`config.mk`:
```
export PLATFORM = sky130hd
export DESIGN_NAME = inst_fetch
export DESIGN_NICKNAME = d
export VERILOG_FILES = /design/src/rtl/inst_fetch.sv
export SDC_FILE = /design/constraint.sdc
export NUM_CORES = 1
export LEC_CHECK = 0
export ABC_AREA = 0
export BUFFER_PORTS_ARGS = -buffer_cell sky130_fd_sc_hd__buf_2
export CAP_MARGIN = 20
export CORE_MARGIN = 3
export CORE_UTILIZATION = 30
export CTS_CLUSTER_DIAMETER = 120
export CTS_CLUSTER_SIZE = 25
export DETAILED_ROUTE_END_ITERATION = 6
export SETUP_SLACK_MARGIN = 0.5
export SLEW_MARGIN = 20
export SYNTH_ARGS = -nofsm -noshare
export SYNTH_HDL_FRONTEND = slang
export SYNTH_SLANG_ARGS = --single-unit
```
`constraint.sdc`:
```
create_clock -name i_clk -period 4.53 [get_ports i_clk]
set_input_delay 0.906 -clock i_clk [delete_from_list [all_inputs] [get_ports i_clk]]
set_output_delay 0.906 -clock i_clk [all_outputs]
set_load 0.1 [all_outputs]
```
`src/rtl/inst_fetch.sv`:
```
// Instruction fetch: owns the PC, issues word reads over req/ack, buffers one
// word under decode back-pressure and discards in-flight data on redirects.
module inst_fetch #(
    parameter logic [31:0] RESET_PC = 32'h0000_0000,
    parameter int          PC_STEP  = 4,
    parameter logic [31:0] NOP_INST = 32'h0000_0013
) (
    input  logic        i_clk,
    input  logic        i_rst,
    input  logic        i_stall,
    input  logic        i_redirect_valid,
    input  logic [31:0] i_redirect_pc,
    output logic        o_imem_req,
    output logic [31:0] o_imem_addr,
    input  logic        i_imem_ack,
    input  logic [31:0] i_imem_rdata,
    output logic [31:0] o_inst,
    output logic        o_inst_valid,
    output logic [31:0] o_pc_out
);

    typedef enum logic [1:0] {S_REQ, S_HOLD, S_FLUSH} state_t;

    state_t      r_state, w_state_nxt;
    logic [31:0] r_pc, r_flush_addr, r_inst, r_pc_out, r_hold_buf, r_hold_pc;
    logic        r_inst_valid;
    logic        w_out_free, w_ack;

    assign w_out_free   = !r_inst_valid || !i_stall;
    // ack is ignored in HOLD, where no request is outstanding
    assign w_ack        = (r_state != S_HOLD) && i_imem_ack;
    assign o_imem_req   = !i_rst && (r_state != S_HOLD);
    assign o_imem_addr  = (r_state == S_FLUSH) ? r_flush_addr : r_pc;
    assign o_inst       = r_inst;
    assign o_inst_valid = r_inst_valid;
    assign o_pc_out     = r_pc_out;

    always_ff @(posedge i_clk) begin
        if (i_rst) r_state <= S_REQ;
        else       r_state <= w_state_nxt;
    end

    always_comb begin
        w_state_nxt = r_state;
        case (r_state)
            S_REQ: begin
                if (i_redirect_valid) w_state_nxt = w_ack ? S_REQ : S_FLUSH;
                else if (w_ack && !w_out_free) w_state_nxt = S_HOLD;
            end
            S_HOLD: begin
                if (i_redirect_valid || !i_stall) w_state_nxt = S_REQ;
            end
            S_FLUSH: begin
                if (w_ack) w_state_nxt = S_REQ;
            end
            default: w_state_nxt = S_REQ;
        endcase
    end

    always_ff @(posedge i_clk) begin
        if (i_rst) begin
            r_pc         <= RESET_PC;
            r_flush_addr <= '0;
            r_inst       <= NOP_INST;
            r_inst_valid <= 1'b0;
            r_pc_out     <= '0;
            r_hold_buf   <= '0;
            r_hold_pc    <= '0;
        end else if (i_redirect_valid) begin
            r_pc         <= {i_redirect_pc[31:2], 2'b00};
            r_inst_valid <= 1'b0;
            r_inst       <= NOP_INST;
            // remember the address the memory is still working on
            if (r_state == S_REQ && !w_ack) r_flush_addr <= r_pc;
        end else begin
            case (r_state)
                S_REQ: begin
                    if (w_ack) begin
                        r_pc <= r_pc + 32'(PC_STEP);
                        if (w_out_free) begin
                            r_inst       <= i_imem_rdata;
                            r_pc_out     <= r_pc;
                            r_inst_valid <= 1'b1;
                        end else begin
                            r_hold_buf <= i_imem_rdata;
                            r_hold_pc  <= r_pc;
                        end
                    end else if (w_out_free && r_inst_valid) begin
                        r_inst_valid <= 1'b0;
                        r_inst       <= NOP_INST;
                    end
                end
                S_HOLD: begin
                    if (!i_stall) begin
                        r_inst       <= r_hold_buf;
                        r_pc_out     <= r_hold_pc;
                        r_inst_valid <= 1'b1;
                    end
                end
                default: ;
            endcase
        end
    end

endmodule

```
=== Yosys cells after proc, flatten, opt, wreduce, memory -nomap -nowiden ===
Index checks and enable logic that the tools add are counted.

* Logic and storage cells: 71
* Bits in registers: 195
* Memories: 0
* RAM bits: 0
* Bits in latches: 0
* Bits in read-only memories: 0
* Output and inout bits: 98

* Reductions and logical operators: 24
* Multipliers: 0
* Mux-type cells: 24
* Order comparisons: 0
* Div/mod/pow operators: 0
* Shift operators: 0
* Bitwise operators: 2
* Equal/unequal tests: 11
* $add $sub $neg: 1

{| class="wikitable"
|+ Operator list
! kind !! count
|-
| $mux W32 || 11
|-
| $pmux W32 S2 || 2
|-
| $add A32 B3 Y32 const B || 1
|-
| $mux W2 || 5
|-
| $ne A2 B2 Y1 const B || 5
|-
| $reduce_and A4 Y1 || 2
|-
| $ne A3 B3 Y1 const B || 2
|-
| $pmux W2 S3 || 1
|-
| $reduce_and A2 Y1 || 3
|-
| $reduce_bool A2 Y1 || 3
|-
| $logic_and A1 B1 Y1 || 5
|-
| $logic_not A1 Y1 || 5
|-
| $reduce_and A5 Y1 || 1
|-
| $mux W1 || 4
|-
| $ne A3 B2 Y1 const B || 1
|-
| $reduce_and A3 Y1 || 1
|-
| $eq A2 B1 Y1 const B || 1
|-
| $eq A2 B2 Y1 const B || 1
|-
| $logic_not A2 Y1 || 1
|-
| $logic_or A1 B1 Y1 || 2
|-
| $ne A2 B1 Y1 const B || 1
|-
| $not A1 Y1 || 2
|-
| $pmux W1 S2 || 1
|-
| $reduce_or A2 Y1 || 1
|}

=== Longest topological paths before layout ===
* Depth in word-level cells: 7
* Depth in mapped cells: 7

=== Worst setup path after synthesis ===
No wires, ideal clock.

* Kind: flip-flop to output port
* Start point: register r_state[1]
* End point: output o_imem_addr[14]
* Setup slack: 0.500 ns
* Arrival time: 3.124 ns
* Stages on the path, launching flop included: 6
* Cells stage by stage: dfxtp_1 > clkbuf_1 > nor2b_1 > clkbuf_1 > clkbuf_1 > o21ai_0

* Longest elaborated chain between the ends: 2

{| class="wikitable"
|+ Ends and longest elaborated chain
! item !! line !! RTL
|-
| start, declared || 24 || <nowiki>state_t r_state, w_state_nxt;</nowiki>
|-
| start signal, assigned || 40 || <nowiki>else r_state <= w_state_nxt;</nowiki>
|-
| $eq A2 B2 Y1 || 33 || <nowiki>assign o_imem_addr = (r_state == S_FLUSH) ? r_flush_addr : r_pc;</nowiki>
|-
| $mux W32 || 33 ||
|-
| end, declared || 14 || <nowiki>output logic [31:0] o_imem_addr,</nowiki>
|}

Every way passes these cells.

=== Worst setup path in the final report ===
* Start point: register r_state[1]
* End point: output o_imem_addr[7]

Same word-level chain as after synthesis.

==> metrics.cfg <==
[outcome]
status = complete, no violations

[power_and_ir_drop]
comb_power_share_pct = 19.4
swShare_pct = 35.2
p_leak_uw = 0.00362
clockPowerShare_pct = 36.2
ir_worst_vdd_mv = 0.207
p_sw_uw = 1410
pwr-share-seq_pct = 44.4
p_per_area_nw_per_um2 = 407
p_int_uw = 2590

[clock_tree]
htreeDepth = 4
clock_sink_count = 187
clkTransAtPathRegs_ns = 0.07
cts_resized = 0
cts_max_path_buffers = 2
tritoncts = done
clock_latency_ns = 0.44
holdBufCountCts = 0
cts_made_buffers = 17
root_buffer = clkbuf_16
postCtsSetupBuffers = 0

[grt]
grt_max_degree = 76
grt_use_total_pct = 16.3
grt-ovfl-total = 0
grt_pass1_vias = 6667
antenna_found_initial = 0
grt_first_pass_wirelength_microns = 38300

[synth]
synth_cells = 1065
seq_area_frac_synth_pct = 45.2
synth_seq_cells = 187
synth-main-ff-cell = dfxtp_1
syn-cell-area_sq_um = 8290
async_flop_share_pct = 0
yosysWarningCount = 0
synth_top_area_share_pct = 45.2
synth_edf_count = 0
synth_top_area_cell = dfxtp_1
synth_cell_types = 50
syn_area_per_cell_sq_um = 7.78
ys_top_cells_by_area = dfxtp_1 45%, nand2_1 13%, a311oi_1 6.9%, a21oi_1 5.9%, clkbuf_1 4.3%

[drt]
via_per_inst = 5.09
dr_total_vias = 7676
drc = 0
wirelength_microns = 24700
drtAntennaViolNets = 0
drtPass1Iterations = 5
drt-initial-drc-count = 681
wl_per_cell_microns = 16.4

[run]
drv_cap = 0

[min_path]
hold_path_class = flip-flop to flip-flop
worstHoldStart = r_flush_addr[25]$_SDFFE_PP0P_

[place]
portBuffers = 160
dp_hpwl_microns = 15900
dp_slack_ns = 1.07
gp_congestion = 0.767
place_area_sq_um = 9270

[die]
fp.dieH_microns = 172
core_area_sq_um = 27000
die_x_microns = 172
rows = 60
io_pins = 167
dieArea_sq_um = 29700
start_util_pct = 30.7

[setup_path]
critical_path.cell_chain = nor2b_4, buf_4, mux2_2, buf_2
worst_ep_arrival_time_ns = 2.78
endpoint_kind = output port
cp_max_fo = 21
crit_path_max_incr_delay_ns = 0.71
cp.required_ns = 3.62
critPathLaunchType = flip-flop
cp_slowest_cell = nor2b_4
criticalPathCategory = flip-flop to output port
worstSetupStartpoint = r_state[1]$_SDFFE_PP0P_
r2r-start = r_state[0]$_SDFFE_PP0P_

[layout]
final_area_sq_um = 9830
fillCellCount = 2898
post-route-util_pct = 36.4
ff_latch_area_sq_um = 3740
final_cell_mix = 293 x nand2_1, 187 x dfxtp_1, 159 x buf_2, 98 x a21oi_1, 86 x nor2_1
antenna_cells = 0
drive_gt1_share_pct = 21.1
num-nets-final = 1224
final_common_cell = nand2_1
multi_input_area_sq_um = 4110
syn_to_final_growth_pct = 18.6

[sta]
hold_viol_final = 0
skew_ns = 0.0146
grt_setup_unrepaired = no
setup_violations = 0
finalWorstSetupSlack_ns = 0.840
setup_tns_ns = 0
worst_slew_margin_rel_pct = 32.3
period_needed_ns = 3.69
fmax_mhz = 271
tightest_slew_ns = 1.01
hold_ws_ns = 0.453
slew_violations = 0
final.period_utilization_pct = 81.5

Yosys cell counts (all sizes together), types with 3 or more instances:
library cell,instances
xnor2,7
dfxtp,187
buf,16
inv,12
nor2b,4
clkbuf,95
nand4,12
or4,4
nor4,10
nand2b,5
and2,6
nand3b,4
o211ai,5
a21oi,98
a211oi,13
nand2,293
nor4b,7
a2111oi,7
mux2,28
and4,9
o21bai,3
nor3b,5
nand3,43
a311oi,65
nor3,8
o21ai,10
nor2,86
worst paths after layout:
check                                                endpoint  cells after the start  slack (ns)
worst min register to register  r_flush_addr[25]$_SDFFE_PP0P_                      2        0.45
worst max register to register          r_pc[25]$_SDFFE_PP0P_                      4        2.02
worst min-delay path            r_flush_addr[25]$_SDFFE_PP0P_                      2        0.45
worst max-delay path                           o_imem_addr[7]                      4        0.84
area by class of cell:
class                      instances  area share [%]
clock buffer                      18            4.36
clock inverter                    14            1.32
inverter                          12           0.458
multi-input combinational        758            41.8
sequential                       187            38.1
tap                              341            4.34
timing repair buffer             178            9.67
flip-flops by register name, summed over array words and instances, names as in the netlist:
register and cells:
o_inst 32, r_hold_buf 32, o_pc_out 30, r_flush_addr 30, r_hold_pc 30, r_pc 30, r_state 2, o_inst_valid 1
stage by stage:
| stage | std cells | power, uW |
|---|---|---|
| floorplan | 1068 | 2430 |
| global placement | 1476 | 2590 |
| detailed placement | 1476 | 2600 |
| CTS | 1508 | 4060 |
| global route | 1508 | 4170 |
| finish | 1508 | 4010 |
worst max-delay path: cells and delay by family (launching register included):
family	cells	cell delay [ns]
flops	1	0.68
buf+inv	2	0.60
mux	1	0.35
simple gates	1	0.71
cell families after synthesis:
logic type      share of synthesized area (%)
compound gates                           17.0
xor+xnor                                0.951
fa+ha+maj                               0.151
buf+inv                                  5.93
flops                                    45.2
mux                                      3.92
other cells                            0.0452
simple gates                             26.8
power by group through the flow:
stage / Clock (uW) / Combinational, uW / Sequential [uW]
after detailed placement: 0 / 781 / 1820
after global routing: 1560 / 823 / 1790
final: 1450 / 776 / 1780
after floorplan: 0 / 411 / 2020
after global placement: 0 / 779 / 1810
after CTS: 1500 / 782 / 1780
metal layers:
layer | global-route usage (%) | part of all wire [%] | wire (microns)
met4 | 4.20 | 1.5 | 369
met5 | 0 | 0 | 0
met1 | 22.8 | 47 | 11700
met3 | 2.65 | 4.5 | 1110
met2 | 26.1 | 47 | 11500
Power figures use the tool's default switching activity.
